[src/rtl/z80_intc_pkg.sv]
// z80_intc_pkg: shared constants for the Z80 mode-2 interrupt controller.
// Holds register indices, ack FSM state encodings and the channel ceiling.
package z80_intc_pkg;
    localparam int MAX_CH = 8;
    localparam logic [1:0] REG_MASK  = 2'd0;
    localparam logic [1:0] REG_PEND  = 2'd1;
    localparam logic [1:0] REG_MODE  = 2'd2;
    localparam logic [1:0] REG_VBASE = 2'd3;
    localparam logic [0:0] IDLE = 1'b0;
    localparam logic [0:0] ACK  = 1'b1;
endpackage

[src/rtl/z80_intc_if.sv]
// z80_intc_if: CPU-side bus of the interrupt controller.
// master = CPU/decoder side (drives strobes, addr, din, reti);
// slave  = controller side (drives dout, vec, vec_oe, int_n).
interface z80_intc_if;
    logic       io_cs_n;
    logic       rd_n;
    logic       wr_n;
    logic [1:0] addr;
    logic [7:0] din;
    logic [7:0] dout;
    logic       m1_n;
    logic       iorq_n;
    logic       reti;
    logic [7:0] vec;
    logic       vec_oe;
    logic       int_n;
    modport master (output io_cs_n, rd_n, wr_n, addr, din, m1_n, iorq_n, reti,
                     input  dout, vec, vec_oe, int_n);
    modport slave  (input  io_cs_n, rd_n, wr_n, addr, din, m1_n, iorq_n, reti,
                     output dout, vec, vec_oe, int_n);
endinterface

[src/rtl/z80_intc_prio.sv]
// z80_intc_prio: fixed-priority encoder, index 0 wins.
// Ports: elig_i (eligible channels), valid_o (any eligible), winner_o (lowest set index).
module z80_intc_prio
    import z80_intc_pkg::*;
#(
    parameter int N = 4
) (
    input  logic [N-1:0]                 elig_i,
    output logic                         valid_o,
    output logic [$clog2(MAX_CH)-1:0]    winner_o
);
    always_comb begin
        winner_o = '0;
        for (int i = N - 1; i >= 0; i--)
            if (elig_i[i]) winner_o = ($clog2(MAX_CH))'(i);
    end
    assign valid_o = |elig_i;
endmodule

[src/rtl/z80_intc.sv]
// z80_intc: Z80 mode-2 interrupt controller with mask, edge/level capture,
// fixed priority, in-service tracking until RETI and daisy-chain iei/ieo.
// Ports: clk_sys_i, reset_n_i (async active-low), irq_src_i[NUM_CH],
//        iei_i/ieo_o daisy chain, bus (z80_intc_if.slave: register port,
//        ack strobes, reti, vec/vec_oe, int_n).
// Define Z80_INTC_MODE_SEL_EN to enable the per-channel MODE (level) register;
// otherwise every channel is edge-triggered and MODE reads 0.
module z80_intc
    import z80_intc_pkg::*;
#(
    parameter int         NUM_CH    = 4,
    parameter logic [7:0] VEC_RESET = 8'h08
) (
    input  logic              clk_sys_i,
    input  logic              reset_n_i,
    input  logic [NUM_CH-1:0] irq_src_i,
    input  logic              iei_i,
    output logic              ieo_o,
    z80_intc_if.slave         bus
);
    logic [NUM_CH-1:0] mask_q, pend_q, insv_q, prev_q;
    logic [NUM_CH-1:0] allow, elig, rise, clr_wr, onehot, pend_edge, pend_d, insv_d;
    logic [7:0]        vbase_q, vec_q, vec_d, mode_rd;
    logic [0:0]        state_q;
    logic              vec_oe_q, int_n_q, seen, valid, wr, ack, take;
    logic [$clog2(MAX_CH)-1:0] winner;

    // A channel may only interrupt if nothing of equal or higher priority is in service.
    always_comb begin
        seen  = 1'b0;
        allow = '0;
        for (int i = 0; i < NUM_CH; i++) begin
            seen     = seen | insv_q[i];
            allow[i] = ~seen;
        end
    end

    assign elig = pend_q & ~mask_q & allow;

    z80_intc_prio #(.N(NUM_CH)) u_prio (
        .elig_i   (elig),
        .valid_o  (valid),
        .winner_o (winner)
    );

    assign wr        = ~bus.io_cs_n & ~bus.wr_n;
    assign ack       = ~bus.m1_n & ~bus.iorq_n;
    assign take      = (state_q == IDLE) && ack && iei_i && valid;
    assign onehot    = take ? (NUM_CH'(1) << winner) : '0;
    assign rise      = irq_src_i & ~prev_q;
    assign clr_wr    = (wr && bus.addr == REG_PEND) ? bus.din[NUM_CH-1:0] : '0;
    // New edges are ORed in last so they win over any clear in the same cycle.
    assign pend_edge = (pend_q & ~clr_wr & ~onehot) | rise;
    // Lowest set bit is the highest-priority service; x & (x-1) drops it.
    assign insv_d    = (bus.reti ? insv_q & (insv_q - NUM_CH'(1)) : insv_q) | onehot;
    assign vec_d     = vbase_q + 8'({winner, 1'b0});

`ifdef Z80_INTC_MODE_SEL_EN
    logic [NUM_CH-1:0] mode_q;
    assign pend_d  = (mode_q & irq_src_i) | (~mode_q & pend_edge);
    assign mode_rd = 8'(mode_q);
    always_ff @(posedge clk_sys_i or negedge reset_n_i) begin
        if (!reset_n_i)                        mode_q <= '0;
        else if (wr && bus.addr == REG_MODE)   mode_q <= bus.din[NUM_CH-1:0];
    end
`else
    assign pend_d  = pend_edge;
    assign mode_rd = 8'h00;
`endif

    always_ff @(posedge clk_sys_i or negedge reset_n_i) begin
        if (!reset_n_i) begin
            mask_q   <= '1;
            pend_q   <= '0;
            insv_q   <= '0;
            prev_q   <= '0;
            vbase_q  <= VEC_RESET;
            vec_q    <= 8'h00;
            state_q  <= IDLE;
            vec_oe_q <= 1'b0;
            int_n_q  <= 1'b1;
        end else begin
            prev_q  <= irq_src_i;
            pend_q  <= pend_d;
            insv_q  <= insv_d;
            int_n_q <= ~(iei_i & |elig);
            if (wr && bus.addr == REG_MASK)  mask_q  <= bus.din[NUM_CH-1:0];
            if (wr && bus.addr == REG_VBASE) vbase_q <= bus.din;
            if (take) vec_q <= vec_d;
            if (state_q == IDLE) begin
                if (ack) begin
                    state_q  <= ACK;
                    vec_oe_q <= take;
                end
            end else if (!ack) begin
                state_q  <= IDLE;
                vec_oe_q <= 1'b0;
            end
        end
    end

    assign bus.dout   = (~bus.io_cs_n & ~bus.rd_n) ?
                        (bus.addr == REG_MASK ? 8'(mask_q) :
                         bus.addr == REG_PEND ? 8'(pend_q) :
                         bus.addr == REG_MODE ? mode_rd : vbase_q) : 8'h00;
    assign bus.vec    = vec_q;
    assign bus.vec_oe = vec_oe_q;
    assign bus.int_n  = int_n_q;
    assign ieo_o      = iei_i & ~|insv_q & int_n_q;
endmodule

[src/flat_wrapper.sv]
// flat-port wrapper written by rule: the top's interface ports become plain ports
module z80_intc_flat import z80_intc_pkg::*;
#(
    parameter int         NUM_CH    = 4,
    parameter logic [7:0] VEC_RESET = 8'h08
)
  (clk_sys_i, reset_n_i, irq_src_i, iei_i, ieo_o, bus_io_cs_n, bus_rd_n, bus_wr_n, bus_addr, bus_din, bus_m1_n, bus_iorq_n, bus_reti, bus_dout, bus_vec, bus_vec_oe, bus_int_n);
  z80_intc_if bus_i ();
  input  logic clk_sys_i;
  input  logic reset_n_i;
  input  logic [NUM_CH-1:0] irq_src_i;
  input  logic iei_i;
  output logic ieo_o;
  input wire logic [$bits(bus_i.io_cs_n)-1:0] bus_io_cs_n;
  input wire logic [$bits(bus_i.rd_n)-1:0] bus_rd_n;
  input wire logic [$bits(bus_i.wr_n)-1:0] bus_wr_n;
  input wire logic [$bits(bus_i.addr)-1:0] bus_addr;
  input wire logic [$bits(bus_i.din)-1:0] bus_din;
  input wire logic [$bits(bus_i.m1_n)-1:0] bus_m1_n;
  input wire logic [$bits(bus_i.iorq_n)-1:0] bus_iorq_n;
  input wire logic [$bits(bus_i.reti)-1:0] bus_reti;
  output wire logic [$bits(bus_i.dout)-1:0] bus_dout;
  output wire logic [$bits(bus_i.vec)-1:0] bus_vec;
  output wire logic [$bits(bus_i.vec_oe)-1:0] bus_vec_oe;
  output wire logic [$bits(bus_i.int_n)-1:0] bus_int_n;
  assign bus_i.io_cs_n = bus_io_cs_n;
  assign bus_i.rd_n = bus_rd_n;
  assign bus_i.wr_n = bus_wr_n;
  assign bus_i.addr = bus_addr;
  assign bus_i.din = bus_din;
  assign bus_i.m1_n = bus_m1_n;
  assign bus_i.iorq_n = bus_iorq_n;
  assign bus_i.reti = bus_reti;
  assign bus_dout = bus_i.dout;
  assign bus_vec = bus_i.vec;
  assign bus_vec_oe = bus_i.vec_oe;
  assign bus_int_n = bus_i.int_n;
  z80_intc #(.NUM_CH(NUM_CH), .VEC_RESET(VEC_RESET)) u_core (.clk_sys_i(clk_sys_i), .reset_n_i(reset_n_i), .irq_src_i(irq_src_i), .iei_i(iei_i), .ieo_o(ieo_o), .bus(bus_i));
endmodule
[config.mk]
export PLATFORM = sky130hd
export DESIGN_NAME = z80_intc_flat
export DESIGN_NICKNAME = d
export VERILOG_FILES = /design/src/rtl/z80_intc_pkg.sv /design/src/rtl/z80_intc_if.sv /design/src/rtl/z80_intc_prio.sv /design/src/rtl/z80_intc.sv /design/src/flat_wrapper.sv
export SDC_FILE = /design/constraint.sdc
export NUM_CORES = 1
export LEC_CHECK = 0
export CAP_MARGIN = 20
export CORE_UTILIZATION = 30
export CTS_CLUSTER_DIAMETER = 50
export DETAILED_ROUTE_END_ITERATION = 10
export GPL_ROUTABILITY_DRIVEN = 0
export PLACE_DENSITY = 0.56
export SLEW_MARGIN = 20
export SYNTH_ARGS = -nofsm -noshare
export SYNTH_HDL_FRONTEND = slang
export SYNTH_SLANG_ARGS = --single-unit
[constraint.sdc]
create_clock -name clk_sys_i -period 2.9 [get_ports clk_sys_i]
set_input_delay 0.58 -clock clk_sys_i [delete_from_list [all_inputs] [get_ports clk_sys_i]]
set_output_delay 0.58 -clock clk_sys_i [all_outputs]
set_load 0.03 [all_outputs]
=== Word level (Yosys, flattened, before mapping) ===
Cells that the tools add are included.

* Flip-flop bits (word level): 35
* Output and inout bits: 19
* Logic and storage cells: 75

* $add $sub $neg: 2
* Equality and inequality tests: 4
* Shift operators: 1
* Muxes and demuxes: 15
* Bitwise logic cells: 32
* Reduce and logical (&&, ||, !) cells: 12

{| class="wikitable"
|+ Operators by type and width
! operator !! count
|-
| $mux 8 || 4
|-
| $and 4x4->4 || 6
|-
| $not 4->4 || 4
|-
| $mux 4 || 3
|-
| $not 1->1 || 11
|-
| $mux 3 || 3
|-
| $add 8x4->8 || 1
|-
| $or 4x4->4 || 2
|-
| $reduce_or 4->1 || 2
|-
| $and 1x1->1 || 6
|-
| $logic_and 1x1->1 || 6
|-
| $eq 2x2->1 const B || 2
|-
| $mux 1 || 4
|-
| $shl 1x3->4 const A || 1
|-
| $sub 4x1->4 const B || 1
|-
| $or 1x1->1 || 3
|-
| $eq 2x1->1 const B || 1
|-
| $logic_not 2->1 || 1
|-
| $mux 2 || 1
|-
| $ne 2x2->1 const B || 1
|-
| $reduce_and 2->1 || 1
|-
| $reduce_bool 2->1 || 1
|-
| $logic_not 1->1 || 1
|}

=== Longest topological paths before layout ===
Gate-level depths: netlist of run 1.

* Depth after elaboration: 14
* Depth in mapped cells: 11
* Gate-level depth less buffers: 10

=== By module ===
Synthesis of run 1 repeated with hierarchy kept, for this count alone.

* Cells, all modules: 162
* Area total of the unflattened synthesis: 1752.9 um^2

{| class="wikitable"
|+ Modules (own cells, without submodules)
! module !! times used !! cells an instance !! area an instance (um^2)
|-
| z80_intc || 1 || 153 || 1706.6
|-
| z80_intc_prio || 1 || 9 || 46.3
|}

=== Least setup slack after synthesis of run 1 ===
Ideal clock, no wire load.

* Kind: register to register
* Start point: register u_core.insv_q[0]
* End point: register u_core.vec_q[7] (netlist: u_core.bus.vec[7])
* Library setup time: 0.125 ns
* Data arrival time: 2.424 ns
* Required time: 2.775 ns
* Path slack: 0.351 ns
* Stages on the path, launching flop included: 12
* Buffers on the path: 1
* Cells stage by stage: dfrtp_1 > buf_6 > nor4_1 > and3b_1 > nand2_1 > a21boi_0 > ha_1 > inv_1 > fa_1 > nor3b_1 > xor2_1 > mux2_2

* Word-level cells in the longest chain between the ends: 10

{| class="wikitable"
|+ RTL lines
! element !! RTL line !! source
|-
| start, declared || z80_intc.sv:21 || <nowiki>logic [NUM_CH-1:0] mask_q, pend_q, insv_q, prev_q;</nowiki>
|-
| start signal, assigned || z80_intc.sv:85 || <nowiki>insv_q <= insv_d;</nowiki>
|-
| $or 1x1->1 (3 in series) || z80_intc.sv:33 || <nowiki>seen = seen | insv_q[i];</nowiki>
|-
| $not 1->1 || z80_intc.sv:34 || <nowiki>allow[i] = ~seen;</nowiki>
|-
| $and 4x4->4 * || z80_intc.sv:38 || <nowiki>assign elig = pend_q & ~mask_q & allow;</nowiki>
|-
| $mux 2 || z80_intc_prio.sv:15 || <nowiki>if (elig_i[i]) winner_o = ($clog2(MAX_CH))'(i);</nowiki>
|-
| $mux 3 (3 in series) || z80_intc_prio.sv:15 ||
|-
| $add 8x4->8 || z80_intc.sv:56 || <nowiki>assign vec_d = vbase_q + 8'({winner, 1'b0});</nowiki>
|-
| end signal, assigned || z80_intc.sv:89 || <nowiki>if (take) vec_q <= vec_d;</nowiki>
|-
| end, declared || z80_intc.sv:23 || <nowiki>logic [7:0] vbase_q, vec_q, vec_d, mode_rd;</nowiki>
|}

Mark *: on every way between the ends. The rest lies on a longest branch, timed or not.
A chain may end at the register's enable or synchronous reset.

=== Worst setup path after layout of run 1 ===
* Start point: input port bus_addr[1]
* End point: output port bus_dout[2]

* Word-level cells in the longest chain between the ends: 5

{| class="wikitable"
|+ RTL lines
! element !! RTL line !! source
|-
| start, declared || flat_wrapper.sv:17 || <nowiki>input wire logic [$bits(bus_i.addr)-1:0] bus_addr;</nowiki>
|-
| $eq 2x2->1 || z80_intc.sv:105 || <nowiki>bus.addr == REG_MODE ? mode_rd : vbase_q) : 8'h00;</nowiki>
|-
| $mux 8 || z80_intc.sv:105 ||
|-
| $mux 8 || z80_intc.sv:104 || <nowiki>bus.addr == REG_PEND ? 8'(pend_q) :</nowiki>
|-
| $mux 8 * || z80_intc.sv:103 || <nowiki>(bus.addr == REG_MASK ? 8'(mask_q) :</nowiki>
|-
| $mux 8 * || z80_intc.sv:102 || <nowiki>assign bus.dout = (~bus.io_cs_n & ~bus.rd_n) ?</nowiki>
|-
| end, declared || flat_wrapper.sv:22 || <nowiki>output wire logic [$bits(bus_i.dout)-1:0] bus_dout;</nowiki>
|}

Marked as above.

==> results of run 1 <==
-- worst max path at each step --
stage	start	endpoint	slack, ns	cells past startpoint
2_1_floorplan	u_core.insv_q[0]	u_core.bus.vec[7]	0.35	11
3_3_place_gp	bus_addr[1]	bus_dout[0]	-0.03	5
3_5_place_dp	bus_addr[1]	bus_dout[1]	-0.07	5
4_1_cts	bus_addr[1]	bus_dout[1]	0.15	5
5_1_grt	u_core.insv_q[1]	u_core.bus.vec[7]	0.01	10
6_report	bus_addr[1]	bus_dout[2]	0.16	5
-- cell type report --
class | count | area (um2) | area share (%)
flip-flops and latches | 35 | 883.3 | 36.91
multi-input cells | 103 | 802.0 | 33.51
repair buffers | 50 | 462.9 | 19.34
well taps | 72 | 90.09 | 3.764
clock buffers | 6 | 82.58 | 3.450
inverters | 10 | 37.54 | 1.568
clock inverters | 2 | 35.03 | 1.464
-- power by group through the flow --
stage	combinational (uW)	sequential, uW	clock [uW]
after global routing	663	712	494
after floorplan	267	795	0
after global placement	614	704	0
after CTS	619	692	473
after detailed placement	619	700	0
final	610	692	462
-- sequential cells by signal, indices dropped and copies added (netlist names) --
signal             flops
u_core.state_q         1
u_core.bus.vec         8
u_core.mask_q          4
u_core.vbase_q         8
u_core.bus.vec_oe      1
u_core.pend_q          4
u_core.bus.int_n       1
u_core.prev_q          4
u_core.insv_q          4
-- cells in the mapped netlist (all sizes together) --
| cell | n |
|---|---|
| nand3b | 4 |
| nor3b | 1 |
| o311ai | 1 |
| nor4 | 2 |
| dfstp | 6 |
| nand4 | 1 |
| and3 | 1 |
| a32o | 2 |
| and3b | 1 |
| nor2 | 5 |
| a22o | 1 |
| nand2b | 1 |
| nand3 | 3 |
| inv | 10 |
| a21boi | 1 |
| ha | 3 |
| a22oi | 4 |
| fa | 1 |
| nand2 | 18 |
| mux2 | 21 |
| buf | 1 |
| o31ai | 2 |
| or4b | 1 |
| clkbuf | 3 |
| nor4b | 1 |
| xor2 | 3 |
| mux2i | 2 |
| nor3 | 7 |
| and2 | 6 |
| a21oi | 1 |
| dfrtp | 29 |
| o21ai | 4 |
| nor2b | 1 |
| o21a | 1 |
| a31oi | 1 |
| xnor2 | 2 |
-- cell families (layout without fill, tap and decap cells) --
kind of cell	count (synthesis)	after routing	synth area share [%]
simple gates	53	53	16.48
xor+xnor	5	5	2.518
mux	23	23	14.75
buf+inv	14	68	3.453
compound gates	18	18	8.705
fa+ha+maj	4	4	3.310
flops	35	35	50.79
-- per-layer routing --
layer / up-vias / GRT usage [%] / wire length (um)
li1: 642 / - / -
met1: 612 / 18.48 / 1897
met3: 5 / 4.070 / 194
met2: 34 / 21.49 / 1651
met5: - / 0 / 0
met4: 0 / 5.000 / 56
-- worst max-delay path, cell delays in order --
cell             delay, ns
clkdlybuf4s50_1       0.62
mux2_2                0.37
a22oi_1               0.16
nor3_1                0.06
dlygate4sd2_1         0.36
-- per-stage QoR --
stage          hold slack (ns)  TNS, ns  cell area (um2)
2_1_floorplan           0.2844        0             1739
3_5_place_dp            0.4106  -0.2294             2275
5_1_grt                 0.4558        0             2394
3_3_place_gp            0.4066  -0.1067             2275
4_1_cts                 0.4211        0             2387
6_report                0.4175        0             2394
-- repair_timing --
item	4_1_cts	5_1_grt
pin swaps	0	0
endpoints found under the setup margin	4	1
cloned	0	0
resized for setup	4	1
endpoints found under the hold margin	0	0
==> summary.txt, run 1 <==
Route
  – Drc violations: 0
  – Routed vias/inst: 4.651
  – Routed Antenna Nets: 0
  – 1st-pass router iterations: 4
  – Detailed-route via count: 1293
  – WL final: 3799 um
  – Routed len/inst: 13.67 um
  – Iteration-0 DRC Markers: 52

Worst hold path
  – Hold/Removal Path Class: reg -> reg
  – Hold Crit Depth: 1
  – WHS Endpoint: u_core.pend_q[1]
  – HP Start: u_core.prev_q[1]

Power and ir drop
  – P_sw: 573.9 uW
  – Clock power frac: 26.2%
  – Logic pwr share: 34.6%
  – Peak VDD IR: 281.0 uV
  – LEAKAGE: 0.001038 uW
  – Tot Pwr: 1764 uW
  – Power Density: 737.1 mW/mm2
  – Pint: 1190 uW
  – Sw Share: 32.53%
  – Flop pwr share: 39.2%

Final layout
  – Proportion of layout cells with a drive suffix above 1: 26.21%
  – Fillers: 580
  – Most common cell after layout, fill and taps aside: clkdlybuf4s50_1
  – # diodes: 0
  – Final std cells w/o fill: 278
  – Area Overhead vs Synth: 37.63%
  – Nets@finish: 232
  – Commonest non-fill, non-tap cells in the layout: clkdlybuf4s50_1, dfrtp_1, mux2_2, nand2_1, buf_4
  – Final Util: 43.20%

STA
  – RSZ-0062 raised after global routing: false
  – Final period utilization: 94.58%
  – Fin. max-slew vios: 0
  – Final Setup Violations: 0
  – PnR worst setup slack: 0.1572 ns
  – Relative slew slack: 70.07%
  – Measured slew at the worst slew-check pin: 0.4489 ns
  – Fin crit period: 2.743 ns
  – F_max: 0.3646 GHz
  – Final Hold Viols: 0
  – Clock skew: 0.005093 ns

Worst setup path
  – Reg2Reg Depth: 10
  – Crit Path Max Fanout: 6
  – Critical Path AT: 2.16 ns
  – Critical Path End Type: output pin
  – Reg2reg setup slack: 0.28 ns
  – Worst R2R End: u_core.bus.vec[7]
  – Type of origin of the critical path: primary input
  – CP Class: in -> out
  – Worst R2R Start: u_core.insv_q[3]
  – Worst EP required: 2.32 ns

Global routing
  – First-pass GRT wire length: 6513 um
  – Largest net degree at the start of global routing: 36
  – Tot GR Track Use: 13.93%
  – Overflow after GRT: 0
  – Antenna violations before repair: 0
  – Vias in the first global route: 1304

Yosys
  – Synth warn: 0
  – Syn Std Cell Area: 0.001739 mm2
  – Synthesized net count: 179
  – Yosys cell types: 38
  – Syn_area_per_cell: 11.44 um2
  – Flops & latches, synth: 35
  – Syn Inst Count: 152
  – Post-synth top area share: 41.73%
  – Synth area leader: dfrtp_1
  – Post-synthesis sequential area ratio: 50.79%
  – Synth top area cells: dfrtp_1, mux2_2, dfstp_2

Clock tree
  – Clk_lat worst skew: 0.29 ns
  – Maximum clock path buffer count: 2
  – CTS Buf Count: 5
  – CTS H-Tree Depth: 2
  – Hold-fix buffers at CTS: 0
  – Reg clk slew, reported paths: 0.07 ns
  – Post-CTS Setup Bufs: 0
  – Sink Count: 35
  – Clk root buf: clkbuf_8
  – CTS tree: built

Die
  – Die width: 78.14 um
  – Die Footprint: 0.006106 mm2
  – Core area: 0.005540 mm2
  – Starting density of the core: 31.39%
  – Die height: 78.14 um
  – # rows: 27
  – IO Count: 42

Placed design
  – Dpl cells: 270
  – Detailed Place HPWL: 2793 um
  – Port-buffer cells: 41
  – Post-place setup slack: -0.06938 ns

Status
  – Status: finished clean

Flow run
  – Max cap viols: 0
Power figures use the tool's default switching activity.
==> inputs of run 2 (changes only) <==
CAP_MARGIN = default   (was 20)
==> results of run 2 <==
Final layout, timing and power as in run 1 (identical DEF).
==> inputs of run 3 (changes only) <==
CELL_PAD_IN_SITES_DETAIL_PLACEMENT = 0   (was default)
CELL_PAD_IN_SITES_GLOBAL_PLACEMENT = 1   (was default)
CTS_CLUSTER_DIAMETER = default   (was 50)
PLACE_DENSITY = 0.67   (was 0.56)
==> run 3 against run 2 <==
Against the previous run: clock power shrank 27%; via count grew 0.39%; global-route usage grew 0.66 points; clock skew grew 0.0058 ns; critical endpoint is now bus_dout[1]; largest power group unchanged.
==> summary.txt, run 3 (same netlist as run 1, synthesis figures left out) <==
Global routing
  – Tot GR Track Use: 14.59%
  – Vias in the first global route: 1336
  – Antenna violations before repair: 0
  – First-pass GRT wire length: 6844 um
  – Grt met1 use: 19.85%
  – GR met3 Demand/Resource: 3.837%
  – Overflow after GRT: 0
  – Most used routing layer: met2
  – Largest net degree at the start of global routing: 36
  – Met2 usage: 22.89%

STA
  – Measured slew at the worst slew-check pin: 0.4696 ns
  – Final period utilization: 96.39%
  – Final Setup Violations: 0
  – PnR worst setup slack: 0.1046 ns
  – Relative slew slack: 68.30%
  – Clock skew: 0.01086 ns
  – F_max: 0.3577 GHz
  – Fin crit period: 2.795 ns
  – Fin. max-slew vios: 0
  – Final Hold Viols: 0
  – RSZ-0062 raised after global routing: false
  – Hold Slack: 0.4237 ns

Final layout
  – Commonest non-fill, non-tap cells in the layout: clkdlybuf4s50_1, dfrtp_1, mux2_2, nand2_1, buf_4
  – Most common cell after layout, fill and taps aside: clkdlybuf4s50_1
  – Proportion of layout cells with a drive suffix above 1: 25.37%
  – Fillers: 551
  – # diodes: 0
  – Area Overhead vs Synth: 35.40%
  – Design Area, Final: 0.002355 mm2
  – Sequential cell area: 883.3 um2
  – Nets@finish: 231
  – Multi-input gate area: 807.0 um2

Die
  – # rows: 27
  – Die height: 78.14 um
  – Starting density of the core: 31.39%
  – IO Count: 42
  – Die Footprint: 0.006106 mm2
  – Core area: 0.005540 mm2
  – Die width: 78.14 um

Placed design
  – Detailed Place HPWL: 3036 um
  – Post-place setup slack: -0.1159 ns
  – Port-buffer cells: 41
  – Placed inst area: 0.002267 mm2

Clock tree
  – Hold-fix buffers at CTS: 0
  – Clk root buf: clkbuf_8
  – Clk_lat worst skew: 0.28 ns
  – CTS tree: built
  – Reg clk slew, reported paths: 0.07 ns
  – Maximum clock path buffer count: 2
  – Sink Count: 35
  – CTS Buf Count: 5
  – CTS H-Tree Depth: 2

Route
  – Iteration-0 DRC Markers: 80
  – Routed len/inst: 14.69 um
  – 1st-pass router iterations: 4
  – Routed Antenna Nets: 0
  – WL final: 4070 um
  – Routed vias/inst: 4.686
  – Detailed-route via count: 1298
  – Drc violations: 0

Worst setup path
  – Critical Path AT: 2.22 ns
  – CP Class: in -> out
  – Crit Path Max Fanout: 8
  – Reg2reg setup slack: 0.29 ns
  – Critical Path End Type: output pin
  – Type of origin of the critical path: primary input
  – Worst EP required: 2.32 ns

Power and ir drop
  – LEAKAGE: 0.001015 uW
  – Power Density: 698.5 mW/mm2
  – Peak VDD IR: 401.9 uV

Worst hold path
  – Hold/Removal Path Class: reg -> reg

Status
  – Status: finished clean

Flow run
  – Max cap viols: 0
[run 3: cell count changes in the layout (fill, tap and decap cells not counted)]
cell       delta
buf_4         -1
bufinv_16     -1
clkbuf_1      +2
clkbuf_8      -1
nor3b_1       -1
nor3b_2       +1
[run 3: critical path: stages]
cell and delay, ns:
clkdlybuf4s50_1 0.65, mux2_2 0.38, a22oi_1 0.18, nor3_1 0.06, dlygate4sd2_1 0.36
[run 3: area by class of cell]
class                           instances  area share (%)
Clock inverter                          1          0.2125
Sequential cell                        35           37.51
Multi-Input combinational cell        103           34.27
Timing Repair Buffer                   49           19.34
Inverter                               10           1.594
Tap cell                               72           3.826
Clock buffer                            7           3.241
[run 3: repair_timing]
item                                    4_1_cts  5_1_grt
gates resized for setup                       4        2
buffers inserted                              0        0
endpoints found under the setup margin        4        1
[run 3: path summary, 6_finish.rpt]
kind	to	startpoint	depth (start not counted)
worst max-delay path	bus_dout[1]	bus_addr[1]	5
worst min-delay path	u_core.pend_q[0]	u_core.prev_q[0]	1
worst max register to register	u_core.bus.vec[7]	u_core.insv_q[0]	10
worst min register to register	u_core.pend_q[0]	u_core.prev_q[0]	1
max in group asynchronous	u_core.bus.int_n	reset_n_i	2
min in group asynchronous	u_core.prev_q[0]	reset_n_i	2
[run 3: power by group]
part / leakage, uW / internal [uW] / total [uW] / switching (uW)
combinational: 0.000562 / 300 / 609 / 309
clock: 0.0000422 / 169 / 339 / 171
sequential: 0.000411 / 610 / 696 / 86.0
total: 0.00101 / 1080 / 1640 / 566
[run 3: layer usage]
| layer | share of wire (%) | wire length (um) |
|---|---|---|
| met1 | 49 | 1988 |
| met2 | 45 | 1837 |
| met3 | 5.5 | 222 |
| met4 | 0.54 | 22 |
| met5 | 0 | 0 |
[run 3: through the flow]
step | power [uW] | util, % | instances | setup TNS (ns)
finish | 1645 | 42.50 | 277 | 0
global route | 1749 | 42.50 | 277 | 0
CTS | 1669 | 42.30 | 277 | 0
detailed placement | 1319 | 40.92 | 269 | -0.4008
global placement | 1311 | 40.92 | 269 | -0.2000
floorplan | 1061 | - | 152 | 0
